File: src/rtl/ctrl_irq_decoder.sv
// ID/EX control register: instruction decode plus prioritised, sticky, kernel-masked interrupts.
// Optional feature: define CTRL_EXC_CNT_EN to get a saturating undefined-opcode counter on exc_cnt.
module ctrl_irq_decoder #(
    parameter int IRQ_N   = 4,
    parameter int IRQ_IDW = (IRQ_N > 1) ? $clog2(IRQ_N) : 1
) (
    input  logic               clk,
    input  logic               reset,
    input  logic [IRQ_N-1:0]   irq,
    input  logic               in_valid,
    input  logic [5:0]         opcode,
    input  logic [5:0]         funct,
    input  logic               pc_kernel,
    input  logic               stall,
    input  logic               flush,
    output logic               ex_valid,
    output logic [2:0]         ex_pcsrc,
    output logic [1:0]         ex_regdst,
    output logic [1:0]         ex_memtoreg,
    output logic               ex_regwrite,
    output logic               ex_memread,
    output logic               ex_memwrite,
    output logic               ex_sign,
    output logic               ex_alusrc1,
    output logic               ex_alusrc2,
    output logic               ex_extop,
    output logic               ex_luop,
    output logic [5:0]         ex_alufun,
    output logic [IRQ_N-1:0]   irq_ack,
    output logic [IRQ_IDW-1:0] irq_id,
    output logic               irq_busy,
    output logic [15:0]        exc_cnt
);

    typedef struct packed {
        logic       valid;
        logic [2:0] pcsrc;
        logic [1:0] regdst;
        logic [1:0] memtoreg;
        logic       regwrite;
        logic       memread;
        logic       memwrite;
        logic       sign;
        logic       alusrc1;
        logic       alusrc2;
        logic       extop;
        logic       luop;
        logic [5:0] alufun;
    } bundle_t;

    typedef enum logic [1:0] {S_IDLE, S_PEND, S_TAKEN, S_KERNEL} state_t;

    localparam bundle_t C_IRQ_BUNDLE = {1'b1, 3'b100, 2'b11, 2'b11, 1'b1, 7'b0000000, 6'b000000};
    localparam bundle_t C_EXC_BUNDLE = {1'b1, 3'b101, 2'b11, 2'b10, 1'b1, 7'b0000000, 6'b000000};

    bundle_t            r_bundle, w_bundle_nx, w_dec;
    state_t             r_state, w_state_nx;
    logic [IRQ_N-1:0]   r_pend, r_ack, w_sel_oh;
    logic [IRQ_IDW-1:0] r_id, w_sel_idx;
    logic               r_busy, w_legal, w_take, w_jr;

    assign w_jr = (opcode == 6'h00) && (funct == 6'h08);

    // Normal instruction decode; unknown opcodes flag an exception.
    always_comb begin
        w_dec          = '0;
        w_dec.valid    = 1'b1;
        w_dec.regwrite = 1'b1;
        w_dec.sign     = 1'b1;
        w_dec.alusrc2  = 1'b1;
        w_dec.extop    = 1'b1;
        w_legal        = 1'b1;
        case (opcode)
            6'h00: begin
                w_dec.regdst  = 2'b01;
                w_dec.alusrc2 = 1'b0;
                case (funct)
                    6'h00: begin w_dec.alusrc1 = 1'b1; w_dec.alufun = 6'b100000; end
                    6'h02: begin w_dec.alusrc1 = 1'b1; w_dec.alufun = 6'b100001; end
                    6'h03: begin w_dec.alusrc1 = 1'b1; w_dec.alufun = 6'b100011; end
                    6'h08: begin w_dec.pcsrc = 3'b011; w_dec.regwrite = 1'b0; end
                    6'h09: begin w_dec.pcsrc = 3'b011; w_dec.memtoreg = 2'b10; end
                    6'h22, 6'h23: w_dec.alufun = 6'b000001;
                    6'h24: w_dec.alufun = 6'b011000;
                    6'h25: w_dec.alufun = 6'b011110;
                    6'h26: w_dec.alufun = 6'b010110;
                    6'h27: w_dec.alufun = 6'b010001;
                    6'h2A: w_dec.alufun = 6'b110101;
                    6'h2B: begin w_dec.alufun = 6'b110101; w_dec.sign = 1'b0; end
                    default: w_dec.alufun = 6'b000000;
                endcase
            end
            6'h01: begin w_dec.pcsrc = 3'b001; w_dec.regwrite = 1'b0; w_dec.alufun = 6'b111011; end
            6'h02: begin w_dec.pcsrc = 3'b010; w_dec.regwrite = 1'b0; end
            6'h03: begin w_dec.pcsrc = 3'b010; w_dec.regdst = 2'b10; w_dec.memtoreg = 2'b10; end
            6'h04: begin
                w_dec.pcsrc    = 3'b001;
                w_dec.regwrite = 1'b0;
                w_dec.alusrc2  = 1'b0;
                w_dec.alufun   = 6'b110011;
            end
            6'h05: begin w_dec.pcsrc = 3'b001; w_dec.regwrite = 1'b0; w_dec.alufun = 6'b110001; end
            6'h06: begin w_dec.pcsrc = 3'b001; w_dec.regwrite = 1'b0; w_dec.alufun = 6'b111101; end
            6'h07: begin w_dec.pcsrc = 3'b001; w_dec.regwrite = 1'b0; w_dec.alufun = 6'b111111; end
            6'h08, 6'h09: w_dec.alufun = 6'b000000;
            6'h0A: w_dec.alufun = 6'b110101;
            6'h0B: begin w_dec.alufun = 6'b110101; w_dec.sign = 1'b0; end
            6'h0C: begin w_dec.alufun = 6'b011000; w_dec.extop = 1'b0; end
            6'h0F: w_dec.luop = 1'b1;
            6'h23: begin w_dec.memread = 1'b1; w_dec.memtoreg = 2'b01; end
            6'h2B: begin w_dec.memwrite = 1'b1; w_dec.regwrite = 1'b0; end
            default: w_legal = 1'b0;
        endcase
    end

    // Lowest-index pending line wins.
    always_comb begin
        w_sel_idx = '0;
        w_sel_oh  = '0;
        for (int i = IRQ_N - 1; i >= 0; i--) begin
            if (r_pend[i]) begin
                w_sel_idx   = IRQ_IDW'(i);
                w_sel_oh    = '0;
                w_sel_oh[i] = 1'b1;
            end else begin
                w_sel_idx = w_sel_idx;
            end
        end
    end

    // Interrupt FSM next state; the take replaces a user-mode ID instruction.
    always_comb begin
        w_state_nx = r_state;
        w_take     = 1'b0;
        case (r_state)
            S_IDLE: begin
                if (|r_pend) w_state_nx = S_PEND;
                else         w_state_nx = S_IDLE;
            end
            S_PEND: begin
                if (in_valid && !pc_kernel && !stall && !flush && (|r_pend)) begin
                    w_take     = 1'b1;
                    w_state_nx = S_TAKEN;
                end else begin
                    w_state_nx = S_PEND;
                end
            end
            S_TAKEN: w_state_nx = S_KERNEL;
            S_KERNEL: begin
                if (w_jr && in_valid && pc_kernel && !stall) w_state_nx = (|r_pend) ? S_PEND : S_IDLE;
                else                                         w_state_nx = S_KERNEL;
            end
            default: w_state_nx = S_IDLE;
        endcase
    end

    // Next ID/EX bundle: flush, then stall, then IRQ, bubble, exception, decode.
    always_comb begin
        w_bundle_nx = r_bundle;
        if (flush)          w_bundle_nx = '0;
        else if (stall)     w_bundle_nx = r_bundle;
        else if (w_take)    w_bundle_nx = C_IRQ_BUNDLE;
        else if (!in_valid) w_bundle_nx = '0;
        else if (!w_legal)  w_bundle_nx = C_EXC_BUNDLE;
        else                w_bundle_nx = w_dec;
    end

    // State, pending, acknowledge and bundle registers.
    always_ff @(posedge clk or negedge reset) begin
        if (!reset) begin
            r_state  <= S_IDLE;
            r_pend   <= '0;
            r_ack    <= '0;
            r_id     <= '0;
            r_busy   <= 1'b0;
            r_bundle <= '0;
        end else begin
            r_state  <= w_state_nx;
            r_pend   <= (r_pend | irq) & ~(w_take ? w_sel_oh : {IRQ_N{1'b0}});
            r_ack    <= w_take ? w_sel_oh : {IRQ_N{1'b0}};
            r_id     <= w_take ? w_sel_idx : r_id;
            r_busy   <= (w_state_nx == S_TAKEN) || (w_state_nx == S_KERNEL);
            r_bundle <= w_bundle_nx;
        end
    end

`ifdef CTRL_EXC_CNT_EN
    logic [15:0] r_exc_cnt;
    logic        w_exc_load;
    assign w_exc_load = !flush && !stall && !w_take && in_valid && !w_legal;

    // Saturating count of registered exception bundles.
    always_ff @(posedge clk or negedge reset) begin
        if (!reset)                                    r_exc_cnt <= 16'd0;
        else if (w_exc_load && (r_exc_cnt != 16'hFFFF)) r_exc_cnt <= r_exc_cnt + 16'd1;
        else                                           r_exc_cnt <= r_exc_cnt;
    end
    assign exc_cnt = r_exc_cnt;
`else
    assign exc_cnt = 16'd0;
`endif

    assign ex_valid    = r_bundle.valid;
    assign ex_pcsrc    = r_bundle.pcsrc;
    assign ex_regdst   = r_bundle.regdst;
    assign ex_memtoreg = r_bundle.memtoreg;
    assign ex_regwrite = r_bundle.regwrite;
    assign ex_memread  = r_bundle.memread;
    assign ex_memwrite = r_bundle.memwrite;
    assign ex_sign     = r_bundle.sign;
    assign ex_alusrc1  = r_bundle.alusrc1;
    assign ex_alusrc2  = r_bundle.alusrc2;
    assign ex_extop    = r_bundle.extop;
    assign ex_luop     = r_bundle.luop;
    assign ex_alufun   = r_bundle.alufun;
    assign irq_ack     = r_ack;
    assign irq_id      = r_id;
    assign irq_busy    = r_busy;

endmodule
File: config.mk
export PLATFORM = sky130hd
export DESIGN_NAME = ctrl_irq_decoder
export DESIGN_NICKNAME = d
export VERILOG_FILES = /design/src/rtl/ctrl_irq_decoder.sv
export SDC_FILE = /design/constraint.sdc
export NUM_CORES = 1
export LEC_CHECK = 0
export ABC_CLOCK_PERIOD_IN_PS = 1600
export CORE_UTILIZATION = 26
export CTS_CLUSTER_DIAMETER = 60
export DETAILED_ROUTE_END_ITERATION = 10
export GPL_ROUTABILITY_DRIVEN = 0
export MAX_ROUTING_LAYER = met4
export PLACE_DENSITY_LB_ADDON = 0.1
export SKIP_LAST_GASP = 1
export SYNTH_ARGS = -nofsm -noshare
export SYNTH_HDL_FRONTEND = slang
export SYNTH_SLANG_ARGS = --single-unit
File: constraint.sdc
create_clock -name clk -period 1.6 [get_ports clk]
set_input_delay 0.16 -clock clk [delete_from_list [all_inputs] [get_ports clk]]
set_output_delay 0.16 -clock clk [all_outputs]
set_load 0.05 [all_outputs]
==> Word level (Yosys, flattened, before mapping) <==
Cells that the tools add are included.
{ "word_totals": {"output_inout_bits": 45, "elab_cells": 119, "ff_bits": 35} }
{ "op_classes": {"reduce_logical": 26, "n_mux": 39, "eq_ne": 33, "bitwise": 3} }
{ "op_table": {"columns": ["cell", "count"], "rows": [
  ["$mux W22", 4],
  ["$eq A6 B6 Y1 const B", 10],
  ["$pmux W6 S9", 1],
  ["$eq A6 B4 Y1 const B", 8],
  ["$pmux W6 S8", 1],
  ["$eq A6 B2 Y1 const B", 4],
  ["$eq A6 B3 Y1 const B", 4],
  ["$mux W21", 1],
  ["$mux W4", 5],
  ["$mux W2", 8],
  ["$reduce_or A16 Y1", 1],
  ["$mux W1", 13],
  ["$logic_not A6 Y1", 2],
  ["$reduce_or A2 Y1", 6],
  ["$pmux W3 S3", 1],
  ["$eq A2 B2 Y1 const B", 4],
  ["$logic_and A1 B1 Y1", 8],
  ["$pmux W2 S4", 1],
  ["$reduce_or A7 Y1", 1],
  ["$eq A6 B1 Y1 const B", 1],
  ["$pmux W2 S3", 1],
  ["$reduce_or A5 Y1", 1],
  ["$and A4 B4 Y4", 1],
  ["$not A4 Y4", 1],
  ["10 further kinds", 13]
]} }

==> Logic depth before layout (Yosys ltp) <==
Gate-level depths: netlist (run 1).
{ "depth": {"depth_word": 10, "ltp_mapped": 7, "depth_no_buf": 5} }

==> Worst setup path after synthesis (run 1) <==
Ideal clock, no wire load.
{ "synth_path": {"path_kind": "register to register", "from": "reg r_pend[1]", "to": "reg r_bundle, in the netlist ex_alufun[1]", "path_buffers": 1, "slack_ns": -0.134, "arrival_time_ns": 1.613, "required_ns": 1.479, "stages_incl_launch_ff": 7, "period_less_slack_ns": 1.734, "path_cell_list": "dfrtp_1 > nor4_1 > or4b_4 > and3_1 > buf_6 > o211a_2 > a22o_1"} }
{ "synth_via": {"elab_chain_len": 7} }
{ "synth_lines": {"columns": ["item", "line", "source"], "rows": [
  ["start: declaration", "58", "logic [IRQ_N-1:0] r_pend, r_ack, w_sel_oh;"],
  ["start signal: assignment", "179", "r_pend <= (r_pend | irq) & ~(w_take ? w_sel_oh : {IRQ_N{1'b0}});"],
  ["$reduce_or A4 Y1", "141", "if (in_valid && !pc_kernel && !stall && !flush && (|r_pend)) begin"],
  ["$logic_and A1 B1 Y1", "141", null],
  ["$mux W1", "141", null],
  ["$mux W1", "135", "case (r_state)"],
  ["$mux W22", "162", "else if (w_take) w_bundle_nx = C_IRQ_BUNDLE;"],
  ["$mux W22", "161", "else if (stall) w_bundle_nx = r_bundle;"],
  ["$mux W22", "160", "if (flush) w_bundle_nx = '0;"],
  ["end signal: assignment", "183", "r_bundle <= w_bundle_nx;"],
  ["end: declaration", "56", "bundle_t r_bundle, w_bundle_nx, w_dec;"]
]} }
Every way passes these cells. The select of a mux whose other input is x is not followed.
A chain may end at the register's enable or synchronous reset.

==> Worst setup path in the final report (run 1) <==
{ "layout_path": {"from": "reg r_pend[3]", "to": "reg r_pend[0]"} }
{ "layout_via": {"elab_chain_len": 7} }
{ "layout_lines": {"columns": ["item", "line"], "rows": [
  ["$reduce_or A4 Y1", "141"],
  ["$logic_and A1 B1 Y1", "141"],
  ["$mux W1", "141"],
  ["$mux W1", "135"],
  ["$mux W4", "179"],
  ["$not A4 Y4", "179"],
  ["$and A4 B4 Y4", "179"]
]} }
Every way passes these cells.

==> results of run 1 <==
worst max path at each step:
stage / to / depth (start not counted)
final: r_pend[0] / 6
after global routing: r_pend[3] / 5
after CTS: r_pend[3] / 4
after detailed placement: ex_alufun[3] / 6
after global placement: ex_alufun[0] / 8
after floorplan: ex_alufun[1] / 6
synth_stat cells (2+ instances only):
master     n  area [sq um]
a22o_1    12           105
nor3b_1    5          37.5
clkbuf_1  10          37.5
and2_1     2          12.5
nand3_1    9          45.0
a21o_1     2          15.0
o21bai_1   2          15.0
nor4_2     2          25.0
inv_1      4          15.0
nand2_1   27           101
a32o_1     3          30.0
buf_4     16           120
nand4_1    2          12.5
o21ai_0   11          55.1
or3_1      2          12.5
nand2b_1   7          43.8
nand3b_1   2          15.0
nor3_1     6          30.0
and3_1     2          12.5
nand4b_1   2          17.5
xor2_1     2          17.5
nor2b_1    3          18.8
nor2_1    18          67.6
a21oi_1    9          45.0
dfrtp_1   35           876
buf_6      2          22.5
timing repair:
| action | CTS | global route |
|---|---|---|
| endpoints found under the setup margin | 28 | 29 |
| gates resized for setup | 10 | 13 |
| pin swaps | 1 | 1 |
| hold buffers | 0 | 0 |
kinds of logic after synthesis:
kind of cell	Yosys count	share of synthesized area (%)
simple gates	99	26.6
compound gates	51	18.2
other cells	1	0.186
flops	35	43.4
xor+xnor	3	1.30
buf+inv	33	9.86
mux	1	0.496
sequential cells by signal, summed over array words and instances (netlist names):
signal / count
ex_regwrite: 1
irq_id: 2
irq_busy: 1
ex_memwrite: 1
ex_regdst: 2
ex_luop: 1
ex_memtoreg: 2
ex_alusrc1: 1
ex_valid: 1
ex_sign: 1
ex_pcsrc: 3
r_state: 2
ex_extop: 1
ex_memread: 1
ex_alufun: 6
r_pend: 4
ex_alusrc2: 1
irq_ack: 4
layer usage:
| layer | up-vias | GRT usage [%] | share of wire [%] | routed length (um) |
|---|---|---|---|---|
| met5 | - | - | 0 | 0 |
| met4 | 0 | 5.11 | 1.6 | 93 |
| met3 | 10 | 2.79 | 4.5 | 256 |
| met2 | 65 | 23.8 | 45 | 2560 |
| met1 | 879 | 20.8 | 49 | 2840 |
| li1 | 961 | - | - | - |
worst reg2reg max path, cell delays in order (launching register included):
cell     delay, ns
dfrtp_1       0.39
nor4_4        0.07
or4b_4        0.52
or2_4         0.30
buf_4         0.15
nor2_4        0.07
nor2_1        0.05
area by class of cell:
type,count,area (sq um),share of cell area [%]
timing repair buffer,104,852,28.0
clock buffer,6,72.6,2.38
tap,99,124,4.07
sequential,35,878,28.8
multi-input combinational,170,1090,35.8
clock inverter,2,12.5,0.411
inverter,4,15.0,0.493
power by group through the flow:
| stage | sequential [mW] | clock [mW] | combinational [mW] |
|---|---|---|---|
| 2_1_floorplan | 1.04 | 0 | 0.255 |
| 3_3_place_gp | 0.952 | 0 | 0.566 |
| 3_5_place_dp | 0.951 | 0 | 0.566 |
| 4_1_cts | 0.934 | 0.666 | 0.571 |
| 5_1_grt | 0.938 | 0.711 | 0.620 |
| 6_report | 0.934 | 0.634 | 0.576 |
==> impl_results.md, run 1 <==
* Die ar. at around 0.0081 sq mm
* Vias in the first global route at between 1.5k and 2k
* Final Cell Area at slightly above 0.003 sq mm
* DRC errors left at 0
* DR pass1 iterations at 4
* Crit path cell chain: nor4_4 > or4b_4 > or2_4 > buf_4 > nor2_4 > nor2_1
* N_diodes at 0
* Part of the power in registers at approximately 44%
* Die height at between 90 and 100 um
* Worst-path clk slew at around 0.080 ns
* Routed WL per cell at between 10 and 15 um
* Crit start category: flip-flop
* Grt ovf at 0
* CTS root buf: clkbuf_8
* Crit Reg-Reg Startpoint: r_pend[3]
* Hold Crit Class: in -> reg
* Total negative setup slack at -0.454 ns
* Initial antenna violation count at 0
* Deepest clock path buffer count at 2
* Ys flop type: dfrtp_1
* Synthesized area at approximately 0.0020 sq mm
* CP Capture Type: flip-flop
* Fin util at 41.3%
* Syn Area/Cell at around 9.1 sq um
* Starting DRT DRC Count at 94
* Max-Cap Viols at 0
* FF+latch count, synth at 35
* Synth Instances at approximately 220
* Internal power at 1.44 mW
* Area of placed instances at 0.00288 sq mm
* I/O pins at 67
* CP Max Fanout at 6
* CTS buffer count at 5
* Filler cells at between 700 and 800
* Routed WL at roughly 5700 um
* TritonCTS Sinks at 35
* Slew Viols, Final at 0
* # rows at 31
* Violated checks: setup timing
* Vias at between 1.5k and 2k
* Detailed placement HPWL at around 4400 um
* Tcrit/Tclk final at 104%
* Place WS at -0.430 ns
* R2R Path End: r_pend[0]
* Post-DRT Antenna Nets at 0
* Commonest non-fill, non-tap cell in the layout: buf_4
* First-pass GRT wire length at 9700 um
* Hold Crit Start: opcode[2]
* Critical path's top delay family: simple AND/OR/NAND/NOR gates
* Clk pwr share at a little under 30%
* Status: complete, but fails checks
* Number of synthesized flops with an enable pin at 0
* WP buf/inv at 1
* Core Region at approximately 0.0074 sq mm
* Largest net degree at the start of global routing at 36
* Sequential element share of the synthesized area at between 40% and 50%
* Post-synth ARST share at 100%
* H-tree Lvls at 2
* Area grow syn2layout at 50.9%
* PwrDens at around 700 mW/mm^2
* # nets final at around 340
* Flop2flop setup slack at -0.07 ns
* Total power at around 2.1 mW
* Arr. time, crit path at ~1.9 ns
* IO Port Bufs at 50
* Hold Path End: ex_sign
* Final Worst Setup Slack at -0.0673 ns
* CP peak stage delay at roughly 0.52 ns
* Starting Density at 27.4%
* Final clock skew at 0.0157 ns
* Clk_lat worst skew at 0.29 ns
* F_max at about 0.6 GHz
* Die width at 90.1 um
* Crit. Startpoint: r_pend[3]
* Comb power frac at between 20% and 30%
* Sw Pwr at 0.706 mW
* Count of cell types in the netlist at between 50 and 60
* Tot GR Track Use at 15.6%
* VDD IR max at 0.285 mV
* Final hold viol count at 0
* Vias/cell at around 4.6
* Final min period at 1.67 ns
* Critical path type: reg -> reg
* CTS tree: built
* Post-CTS Setup Bufs at 0
* Fin cells at 420
* Sw Ratio at ~33%
* RSZ-0062 raised after global routing: true
* Hold Worst Slack at 0.221 ns
* Commonest non-fill, non-tap cells in the layout: buf_4, dfrtp_1, nand2_1, clkdlybuf4s50_1
* Yosys warns at 0
* R2R cell count at 6
* Min-Delay Path Depth at 3
* Cells after DPL at ~400
* Leak pwr at between 1 and 1.5 nW
* Endpoints failing setup at 14
* Share of layout cells above drive strength 1 at between 30 and 40%
* Req. time, crit path at 1.78 ns
* Slowest CP cell: or4b_4
No activity file was read; power rests on OpenSTA's default activity.
==> run 2: changes to the inputs <==
- DONT_BUFFER_PORTS: unset -> 1
==> run 2 against run 1 <==
  * The run still ends with setup timing left
  * Critical path depth fell by 1
  * Clock power rose by 31%
  * Largest power group unchanged
  * Register-to-register slack about the same
  * Core utilization is 8.7 points lower
  * Clock-buffer cell count down 1
==> impl_results.md, run 2 (synthesis gave the netlist of run 1 again) <==
* Deepest clock path buffer count at 2
* Vias/cell at around 4.9
* Critical path's top delay family: simple AND/OR/NAND/NOR gates
* Core Region at roughly 0.0074 sq mm
* Worst slew pin tran at 0.502 ns
* Share of layout cells above drive strength 1 at 20.7%
* Routed WL per cell at 16.1 um
* Slowest CP cell: or4b_4
* Place WS at -0.125 ns
* Detailed placement HPWL at approximately 4000 um
* I/O pins at 67
* First-pass GRT wire length at between 9000 and 10000 um
* Starting Density at between 20% and 30%
* Hold Crit Class: in -> reg
* Initial antenna violation count at 0
* Slew Viols, Final at 0
* N_diodes at 0
* Total negative setup slack at -0.503 ns
* RSZ-0062 raised after global routing: true
* # nets final at ~260
* CP Capture Type: flip-flop
* PwrDens at just under 900 mW/mm^2
* CTS tree: built
* Die ar. at around 0.0081 sq mm
* Post-DRT Antenna Nets at 0
* IO Port Bufs at 0
* Flop2flop setup slack at -0.06 ns
* Req. time, crit path at about 1.8 ns
* Commonest non-fill, non-tap cell in the layout: dfrtp_1
* Area grow syn2layout at 19.0%
* Final Worst Setup Slack at -0.0595 ns
* Critical path type: reg -> reg
* DR pass1 iterations at 4
* Starting DRT DRC Count at roughly 130
* Grt ovf at 0
* Max-Cap Viols at 0
* Hold Worst Slack at 0.00844 ns
* Crit path cell chain: nor4_4 > or4b_4 > and3_4 > o211a_4 > a22o_1
* Hold Crit Start: irq[1]
* Clk_lat worst skew at 0.29 ns
* CP Max Fanout at 6
* Final clock skew at between 0.006 and 0.007 ns
* Commonest non-fill, non-tap cells in the layout: dfrtp_1, nand2_1, buf_4, nor2_1, conb_1
* CTS buffer count at 5
* Area of placed instances at around 0.0022 sq mm
* Crit. Startpoint: r_pend[3]
* Final Cell Area at 0.00240 sq mm
* Worst-path clk slew at around 0.08 ns
* Leak pwr at about 1.1 nW
* Routed WL at about 5500 um
* CTS root buf: clkbuf_8
* Endpoints failing setup at 13
* Post-CTS Setup Bufs at 0
* Max_slew headroom at 66.5%
* Crit Reg-Reg Startpoint: r_pend[3]
* # rows at 31
* Crit start category: flip-flop
* Tot GR Track Use at between 10% and 20%
* VDD IR max at roughly 0.31 mV
* WP buf/inv at 0
* Die height at 90.1 um
* Final min period at 1.66 ns
* Vias at roughly 1.7k
* Final hold viol count at 0
* DRC errors left at 0
* F_max at around 0.6 GHz
* Arr. time, crit path at 1.84 ns
* Max FFs per register at 6
* CP peak stage delay at 0.51 ns
* Largest net degree at the start of global routing at 36
* Vias in the first global route at 1713
* Violated checks: setup timing
* Status: complete, but fails checks
* Die width at 90.1 um
* Tcrit/Tclk final at 104%
* H-tree Lvls at 2
* TritonCTS Sinks at 35
run 2: cell types whose count changed in the layout (fill, tap and decap cells not counted), sizes merged:
cell and delta:
clkinv +1, dlymetal6s2s -1, clkdlybuf4s50 -17, bufinv +1, clkbuf -1, clkinvlp -1
dlygate4sd2 -3, buf -60, dlygate4sd3 +2
run 2: layer usage:
layer / track usage, % / vias to the layer above / routed length (um)
met5: - / - / 0
met4: 5.38 / 0 / 104
met3: 3.98 / 7 / 367
met2: 20.7 / 66 / 2350
met1: 20.9 / 800 / 2660
li1: - / 804 / -
run 2: timing repair:
action,in CTS,in global routing
gates resized for setup,6,4
endpoints found under the setup margin,23,26
endpoints found under the hold margin,36,0
pin swaps,2,4
hold buffers,3,0
run 2: through the flow:
step / power (mW) / cells / util (%)
after floorplan: 1.29 / 238 / -
after global placement: 1.30 / 330 / 29.9
after detailed placement: 1.30 / 330 / 29.9
after CTS: 2.18 / 341 / 32.3
after global routing: 2.25 / 341 / 32.6
final: 2.15 / 341 / 32.6
run 2: layout make-up:
cell class	count	area (sq um)
tap	99	124
inverter	4	15.0
clock buffer	5	68.8
multi-input combinational	170	1060
sequential	35	878
timing repair buffer	25	213
clock inverter	3	43.8
fill	798	4970
run 2: final timing paths:
kind | endpoint | depth (start not counted)
min in group asynchronous | ex_pcsrc[1] | 2
max in group asynchronous | r_pend[0] | 2
hold reg to reg | ex_memread | 2
setup / recovery | ex_alufun[1] | 5
hold / removal | r_pend[1] | 2
setup reg to reg | ex_alufun[1] | 5
run 2: where the power goes:
part / internal [mW] / total, mW / switching, mW / leakage [nW]
Combinational: 0.102 / 0.300 / 0.198 / 0.588
Sequential: 0.914 / 1.02 / 0.103 / 0.450
Clock: 0.464 / 0.828 / 0.364 / 0.0581
Total: 1.48 / 2.15 / 0.665 / 1.10
run 2: worst reg2reg max path, stage by stage, from the launching register on:
cell and delay [ns]:
dfrtp_1 0.40, nor4_4 0.07, or4b_4 0.51, and3_4 0.22, o211a_4 0.17, a22o_1 0.18
